### src/rtl/led_frame_sequencer.sv
// Frame sequencer for the 8x8 LED serial path: picks the current pattern-store frame, latches it
// at scan start and streams it MSB-first over valid/ready, one bit per bit tick.
module led_frame_sequencer #(
   parameter int unsigned NUM_FRAMES     = 17,
   parameter int unsigned ADDR_W         = 5,
   parameter int unsigned BITS_PER_FRAME = 16,
   parameter int unsigned BIT_W          = 4
) (
   input  logic                      clk_in,
   input  logic                      rst_in,
   input  logic                      bit_tick_in,
   input  logic                      frame_tick_in,
   input  logic                      button_in,
   input  logic                      step_in,
   input  logic [BITS_PER_FRAME-1:0] frame_data_in,
   output logic [ADDR_W-1:0]         frame_addr_out,
   output logic                      data_led_out,
   output logic                      data_valid_out,
   input  logic                      data_ready_in,
   output logic                      frame_done_out,
   output logic                      playing_out
);

   typedef enum logic [1:0] {
      StLoad,
      StWaitTick,
      StSend,
      StAdvance
   } state_e;

   state_e                    state_q, state_d;
   logic [ADDR_W-1:0]         addr_q, addr_d;
   logic [BIT_W-1:0]          bit_idx_q, bit_idx_d;
   logic [BITS_PER_FRAME-1:0] shreg_q, shreg_d;
   logic                      pending_q, pending_d;
   logic                      led_q, led_d;
   logic                      valid_q, valid_d;
   logic                      done_q, done_d;
   logic                      playing_q, playing_d;
   logic                      btn_q;

   logic btn_rise;
   logic adv_req;

   // A button edge in the same cycle as step_in wins; the step is discarded.
   assign btn_rise = button_in & ~btn_q;
   assign adv_req  = playing_q ? frame_tick_in : (step_in & ~btn_rise);

   always_comb begin
      state_d   = state_q;
      addr_d    = addr_q;
      bit_idx_d = bit_idx_q;
      shreg_d   = shreg_q;
      pending_d = pending_q | adv_req;
      led_d     = led_q;
      valid_d   = valid_q;
      done_d    = 1'b0;
      playing_d = playing_q ^ btn_rise;

      unique case (state_q)
         StLoad: begin
            shreg_d   = frame_data_in;
            bit_idx_d = '0;
            state_d   = StWaitTick;
         end
         StWaitTick: begin
            if (bit_tick_in) begin
               valid_d = 1'b1;
               led_d   = shreg_q[BITS_PER_FRAME-1];
               state_d = StSend;
            end
         end
         StSend: begin
            if (valid_q && data_ready_in) begin
               valid_d   = 1'b0;
               shreg_d   = {shreg_q[BITS_PER_FRAME-2:0], 1'b0};
               bit_idx_d = bit_idx_q + BIT_W'(1);
               if (bit_idx_q == BIT_W'(BITS_PER_FRAME - 1)) begin
                  done_d  = 1'b1;
                  state_d = StAdvance;
               end else begin
                  state_d = StWaitTick;
               end
            end
         end
         StAdvance: begin
            if (pending_q) begin
               addr_d = (addr_q == ADDR_W'(NUM_FRAMES - 1)) ? '0 : addr_q + ADDR_W'(1);
            end
            // A request landing in this cycle is kept for the following scan.
            pending_d = adv_req;
            state_d   = StLoad;
         end
         default: state_d = StLoad;
      endcase
   end

   always_ff @(posedge clk_in) begin
      if (rst_in) begin
         state_q   <= StLoad;
         addr_q    <= '0;
         bit_idx_q <= '0;
         shreg_q   <= '0;
         pending_q <= 1'b0;
         led_q     <= 1'b0;
         valid_q   <= 1'b0;
         done_q    <= 1'b0;
         playing_q <= 1'b1;
         btn_q     <= 1'b0;
      end else begin
         state_q   <= state_d;
         addr_q    <= addr_d;
         bit_idx_q <= bit_idx_d;
         shreg_q   <= shreg_d;
         pending_q <= pending_d;
         led_q     <= led_d;
         valid_q   <= valid_d;
         done_q    <= done_d;
         playing_q <= playing_d;
         btn_q     <= button_in;
      end
   end

   assign frame_addr_out = addr_q;
   assign data_led_out   = led_q;
   assign data_valid_out = valid_q;
   assign frame_done_out = done_q;
   assign playing_out    = playing_q;

endmodule

### config.mk
export PLATFORM = sky130hd
export DESIGN_NAME = led_frame_sequencer
export DESIGN_NICKNAME = d
export VERILOG_FILES = /design/src/rtl/led_frame_sequencer.sv
export SDC_FILE = /design/constraint.sdc
export NUM_CORES = 1
export LEC_CHECK = 0
export BUFFER_PORTS_ARGS = -buffer_cell sky130_fd_sc_hd__clkbuf_2
export CORE_UTILIZATION = 53
export CTS_CLUSTER_DIAMETER = 30
export CTS_CLUSTER_SIZE = 16
export DETAILED_ROUTE_END_ITERATION = 10
export PLACE_DENSITY_LB_ADDON = 0.08
export SETUP_SLACK_MARGIN = 0.15
export SLEW_MARGIN = 5
export SYNTH_ARGS = -nofsm -noshare
export SYNTH_HDL_FRONTEND = slang
export SYNTH_SLANG_ARGS = --single-unit
### constraint.sdc
create_clock -name clk_in -period 1.6 [get_ports clk_in]
set_input_delay 0.16 -clock clk_in [delete_from_list [all_inputs] [get_ports clk_in]]
set_output_delay 0.16 -clock clk_in [all_outputs]
set_load 0.02 [all_outputs]
==> flow_summary.json, run 1 <==
{
  "die_h_um": 56.0,
  "antenna_found_initial": 0,
  "clkTransAtPathRegs_ns": 0.10,
  "yosysSeqAreaShare_pct": 42.8,
  "rsz0062_at_grt": "no",
  "whs_ns": 0.0609,
  "ys_types": 36,
  "grt_pass1_vias": 1221,
  "worstPathRequired_ns": 1.87,
  "syn_to_final_growth_pct": 17.1,
  "grt_overflow": 0,
  "drtPass1Iterations": 4,
  "switching_share_pct": 26.8,
  "ant_nets": 0,
  "p_comb_share_pct": 16.3,
  "cp.arrival_ns": 1.63,
  "syn_avg_cell_area_um2": 9.35,
  "path_class": "reg2reg",
  "hold_path_class": "in2reg",
  "max_freq_mhz": 731,
  "pwr-share-seq_pct": 53.2,
  "cts.path.max_buffers": 2,
  "vias_per_cell": 5.82,
  "dieArea_um2": 3130,
  "skew_ns": 0.0109,
  "setup_violations": 0,
  "drt_iter0_drc": 55,
  "final_layout_size_suffix_gt1_share_pct": 25.4,
  "syn-cell-area_um2": 1540,
  "start_util_pct": 55.9,
  "portBuffers": 31,
  "root_buffer": "clkbuf_4",
  "postCtsSetupBuffers": 0,
  "relSlewSlack_pct": 70.1,
  "setup_tns_ns": 0,
  "synth-warning-count": 0,
  "drv_cap": 0,
  "grtUsageTotal_pct": 21.6,
  "ios": 32,
  "die_w_um": 56.0,
  "grt_max_degree": 33,
  "cp_max_fo": 18,
  "fillerInstances": 260,
  "grtUsageMet2_pct": 32.2,
  "min_period_ns": 1.37,
  "use_met1_pct": 28.8,
  "end_kind": "flip-flop",
  "synth.net_count": 191,
  "status": "finished, final reports clean",
  "maxSlewViolCount": 0,
  "use_met3_pct": 4.88,
  "ys_ff_latch": 33,
  "wl_per_cell_um": 13.2,
  "busiest_layer": "met2",
  "period_share_pct": 85.5,
  "p_int_mw": 1.28,
  "insertedDiodeCount": 0,
  "cts_tree": "done",
  "netlist_instances": 165,
  "route.detailed.drc": 0,
  "vias": 1328,
  "cp-start-kind": "flip-flop",
  "wl_mm": 3.01,
  "p_per_area_nw_per_um2": 965,
  "hpwlAfterDp_mm": 2.15,
  "fin_nets": 222,
  "peakVddDrop_mv": 0.760,
  "power.share.clock_pct": 30.6,
  "h-tree-depth": 2,
  "worstMarginPinSlew_ns": 0.448,
  "rows": 19,
  "grt_pass1_wl_mm": 5.28,
  "cts.sinks": 33,
  "hold_viol_final": 0,
  "power.switching_mw": 0.468,
  "coreArea_um2": 2760,
  "insertion_delay_ns": 0.33,
  "gp_congestion": 0.800,
  "cts_buffers": 5,
  "leakagePower_nw": 0.818
}
[per-stage QoR]
step	worst slack (ns)	instance area (µm²)	cells	util, %	power, mW
global placement	0.268	1730	220	62.8	1.22
global route	0.155	1810	228	65.5	1.84
finish	0.232	1810	228	65.5	1.74
floorplan	0.228	1540	165	-	1.14
CTS	0.161	1800	228	65.3	1.76
detailed placement	0.208	1730	220	62.8	1.23
[final cells by class]
type                            count  area, µm²  area share, %
Tap cell                           31       38.8           2.15
Inverter                            4       15.0          0.831
Sequential cell                    33        664           36.8
Timing Repair Buffer               38        233           12.9
Clock buffer                        7       65.1           3.60
Clock inverter                      1       5.00          0.277
Multi-Input combinational cell    114        786           43.5
[worst paths after layout]
| check | cells after the start | slack, ns | to | startpoint |
|---|---|---|---|---|
| max | 5 | 0.23 | bit_idx_q[0] | state_q[1] |
| min | 3 | 0.06 | shreg_q[0] | frame_data_in[0] |
| max reg2reg | 5 | 0.23 | bit_idx_q[0] | state_q[1] |
| min reg2reg | 2 | 0.50 | pending_q | pending_q |
[logic make-up after synthesis]
kind of cell,after synthesis,share of synthesized area (%)
DFF,33,42.8
buffers and inverters,18,6.33
AOI/OAI and AO/OA,56,24.2
and+or+nand+nor,38,13.2
muxes,16,10.4
adders and majority gates,3,2.43
xor gates and xnor gates,1,0.568
[power groups by stage]
stage | logic, mW | clock network, mW | registers [mW]
2_1_floorplan | 0.198 | 0 | 0.943
3_3_place_gp | 0.276 | 0 | 0.943
3_5_place_dp | 0.284 | 0 | 0.947
4_1_cts | 0.285 | 0.551 | 0.929
5_1_grt | 0.322 | 0.578 | 0.935
6_report | 0.283 | 0.533 | 0.927
[placed cells by master (no fill, tap or decap), drive strengths merged, types with 2 or more instances in the layout]
master | Yosys | final
clkbuf | 7 | 38
dfxtp | 33 | 33
a21oi | 24 | 24
a311oi | 17 | 17
mux2i | 16 | 16
nand2 | 10 | 10
nand3 | 7 | 7
buf | 7 | 7
nor2 | 5 | 5
a31oi | 4 | 4
inv | 3 | 3
nand2b | 3 | 3
o21ai | 3 | 3
ha | 3 | 3
nor2b | 2 | 2
or3 | 2 | 2
clkinv | 1 | 2
a21boi | 2 | 2
[critical path, cell delays in order (launching register included)]
cell      delay (ns)
dfxtp_4         0.38
buf_4           0.14
nand2b_1        0.10
buf_12          0.18
or3_1           0.35
a21oi_1         0.14
[synth_stat cells (all sizes together)]
cell      n  area share, %
a21bo     1           0.65
a21boi    2           0.97
a21o      1           0.49
a21oi    24            7.8
a2bb2oi   1           0.57
a311oi   17            9.7
a31oi     4            1.6
a41oi     1           0.57
and2      1           0.41
and3      1           0.41
and4      1           0.57
buf       7            3.6
clkbuf    7            1.7
clkinv    1           0.24
dfxtp    33             43
ha        3            2.4
inv       3           0.73
mux2i    16             10
nand2    10            2.4
nand2b    3            1.2
nand3     7            2.3
nand3b    1           0.49
nand4     1           0.41
nand4bb   1           0.73
nor2      5            1.2
nor2b     2           0.81
nor4      1           0.41
o21a      1           0.49
o21ai     3           0.97
o31ai     1           0.49
or3       2           0.81
or3b      1           0.57
or4       1           0.49
xnor2     1           0.57
[per-layer routing]
metal | wire (µm) | vias to the layer above | share of wire (%)
met5 | 0 | - | 0
met4 | 73 | 0 | 2.4
li1 | - | 687 | -
met3 | 84 | 7 | 2.8
met2 | 1390 | 19 | 46
met1 | 1460 | 615 | 49
[registers in the layout, summed over array words and instances (netlist names)]
signal / count
playing_out: 1
shreg_q: 16
frame_addr_out: 5
pending_q: 1
data_led_out: 1
state_q: 2
frame_done_out: 1
bit_idx_q: 4
data_valid_out: 1
btn_q: 1
[repair_timing]
action,CTS,global route
endpoints found under the setup margin,0,11
hold buffers,0,0
gates resized for setup,0,4
hold endpoints to repair,0,0
Power figures use the tool's default switching activity.
==> run 2: changes to the inputs <==
- PLACE_DENSITY: default -> 0.78
- PLACE_DENSITY_LB_ADDON: 0.08 -> default
==> run 2 against run 1 <==
Net effect:
- non-clock buffer count is 1 lower
- first-iteration DRC count is 24% lower
- global-route usage is 0.35 points higher
- clock skew is 0.00051 ns lower
- combinational power hardly changed
- register-to-register slack better by 0.05 ns
- fmax is 4.1% higher
==> flow_summary.json, run 2 (synthesized netlist as in run 1, its figures left out) <==
{
  "cts_tree": "done",
  "cp.arrival_ns": 1.57,
  "cts_buffers": 5,
  "postCtsSetupBuffers": 0,
  "cts_hold_buf": 0,
  "placedCellCount": 219,
  "max_freq_mhz": 761,
  "peakVddDrop_mv": 0.868,
  "final_cell_mix": "31 x dfxtp_1, 31 x clkbuf_2, 24 x a21oi_1",
  "worstMarginPinSlew_ns": 0.489,
  "antenna_found_initial": 0,
  "grt_pass1_vias": 1300,
  "relSlewSlack_pct": 67.4,
  "die_w_um": 56.0,
  "min_period_ns": 1.31,
  "cp_num_buf_inv": 0,
  "path_common_cell": "a21boi_0",
  "ios": 32,
  "drv_cap": 0,
  "rows": 19,
  "start_util_pct": 55.9,
  "coreArea_um2": 2760,
  "leakagePower_nw": 0.809,
  "wl_per_cell_um": 14.0,
  "pre_cts_ws_ns": 0.127,
  "finalWorstSetupSlack_ns": 0.286,
  "maxSlewViolCount": 0,
  "dieArea_um2": 3130,
  "slowest_stage": "or4_1",
  "grt_max_degree": 33,
  "period_share_pct": 82.1,
  "root_buffer": "clkbuf_4",
  "setup_tns_ns": 0,
  "end_kind": "flip-flop",
  "cp_max_fo": 7,
  "vias": 1349,
  "final_util_pct": 64.9,
  "h-tree-depth": 2,
  "grt_pass1_wl_mm": 5.51,
  "portBuffers": 31,
  "clkTransAtPathRegs_ns": 0.10,
  "route.detailed.drc": 0,
  "critical-path-top-delay-family": "simple AND/OR/NAND/NOR gates",
  "grtUsageTotal_pct": 21.9,
  "rsz0062_at_grt": "no",
  "drtPass1Iterations": 4,
  "skew_ns": 0.0104,
  "cts.sinks": 33,
  "wl_mm": 3.18,
  "worstReg2RegStart": "data_valid_out",
  "p_per_area_nw_per_um2": 977,
  "fin_nets": 221,
  "cp-start-kind": "flip-flop",
  "ant_nets": 0,
  "insertion_delay_ns": 0.33,
  "hold_path_class": "in2reg",
  "gp_congestion": 0.792,
  "hold_viol_final": 0,
  "crit_chain": "a21boi_0, or4_1, a21boi_0",
  "grt_overflow": 0,
  "setup_violations": 0,
  "critical_path.max_stage_delay_ns": 0.50,
  "worstPathRequired_ns": 1.86,
  "final_layout_size_suffix_gt1_share_pct": 25.0,
  "largest_register_ffs": 16,
  "insertedDiodeCount": 0,
  "hpwlAfterDp_mm": 2.25,
  "die_h_um": 56.0,
  "status": "finished, final reports clean",
  "hp-start": "frame_data_in[0]",
  "startpoint": "data_valid_out",
  "cts.path.max_buffers": 2,
  "vias_per_cell": 5.94,
  "path_class": "reg2reg",
  "syn_to_final_growth_pct": 16.1,
  "largest_register": "shreg_q",
  "instances_no_fill": 227,
  "drt_iter0_drc": 42
}
## run 2: timing repair
action                                 in CTS  in global routing
resized for setup                           1                  2
setup endpoints to repair                   3                  3
endpoints found under the hold margin       0                  0
## run 2: area by class of cell
cell class / count / area [µm²]
fillers: 247 / 967
multi-input cells: 114 / 791
flip-flops and latches: 33 / 663
repair buffers: 37 / 213
clock buffers: 7 / 65.1
well taps: 31 / 38.8
inverters: 4 / 15.0
clock inverters: 1 / 5.00
## run 2: stage by stage
step	hold slack [ns]	instance area, µm²	power [mW]
3_5_place_dp	0.393	1710	1.23
4_1_cts	0.0451	1790	1.76
2_1_floorplan	0.232	1540	1.14
3_3_place_gp	0.387	1710	1.21
5_1_grt	0.0397	1790	1.83
6_report	0.0523	1790	1.75
## run 2: worst min-delay path, delay by kind of cell
kind / cells / cell delay [ns]
compound gates: 1 / 0.05
buf+inv: 1 / 0.08
simple gates: 1 / 0.05
## run 2: final timing paths
path	endpoint	slack (ns)	cells after the start
worst min-delay path	shreg_q[0]	0.05	3
worst min register to register	shreg_q[0]	0.49	2
worst max register to register	bit_idx_q[3]	0.29	3
worst max-delay path	bit_idx_q[3]	0.29	3
## run 2: power breakdown
part | internal, mW | switching, mW | leakage (nW)
logic | 0.132 | 0.153 | 0.495
clock network | 0.255 | 0.281 | 0.0413
registers | 0.886 | 0.0419 | 0.272
## run 2: layer usage
layer / wire length [µm] / global-route usage, % / vias up
met1: 1470 / 28.2 / 621
li1: - / - / 679
met2: 1510 / 35.6 / 41
met5: 0 / 0 / -
met3: 147 / 5.58 / 8
met4: 55 / 8.01 / 0
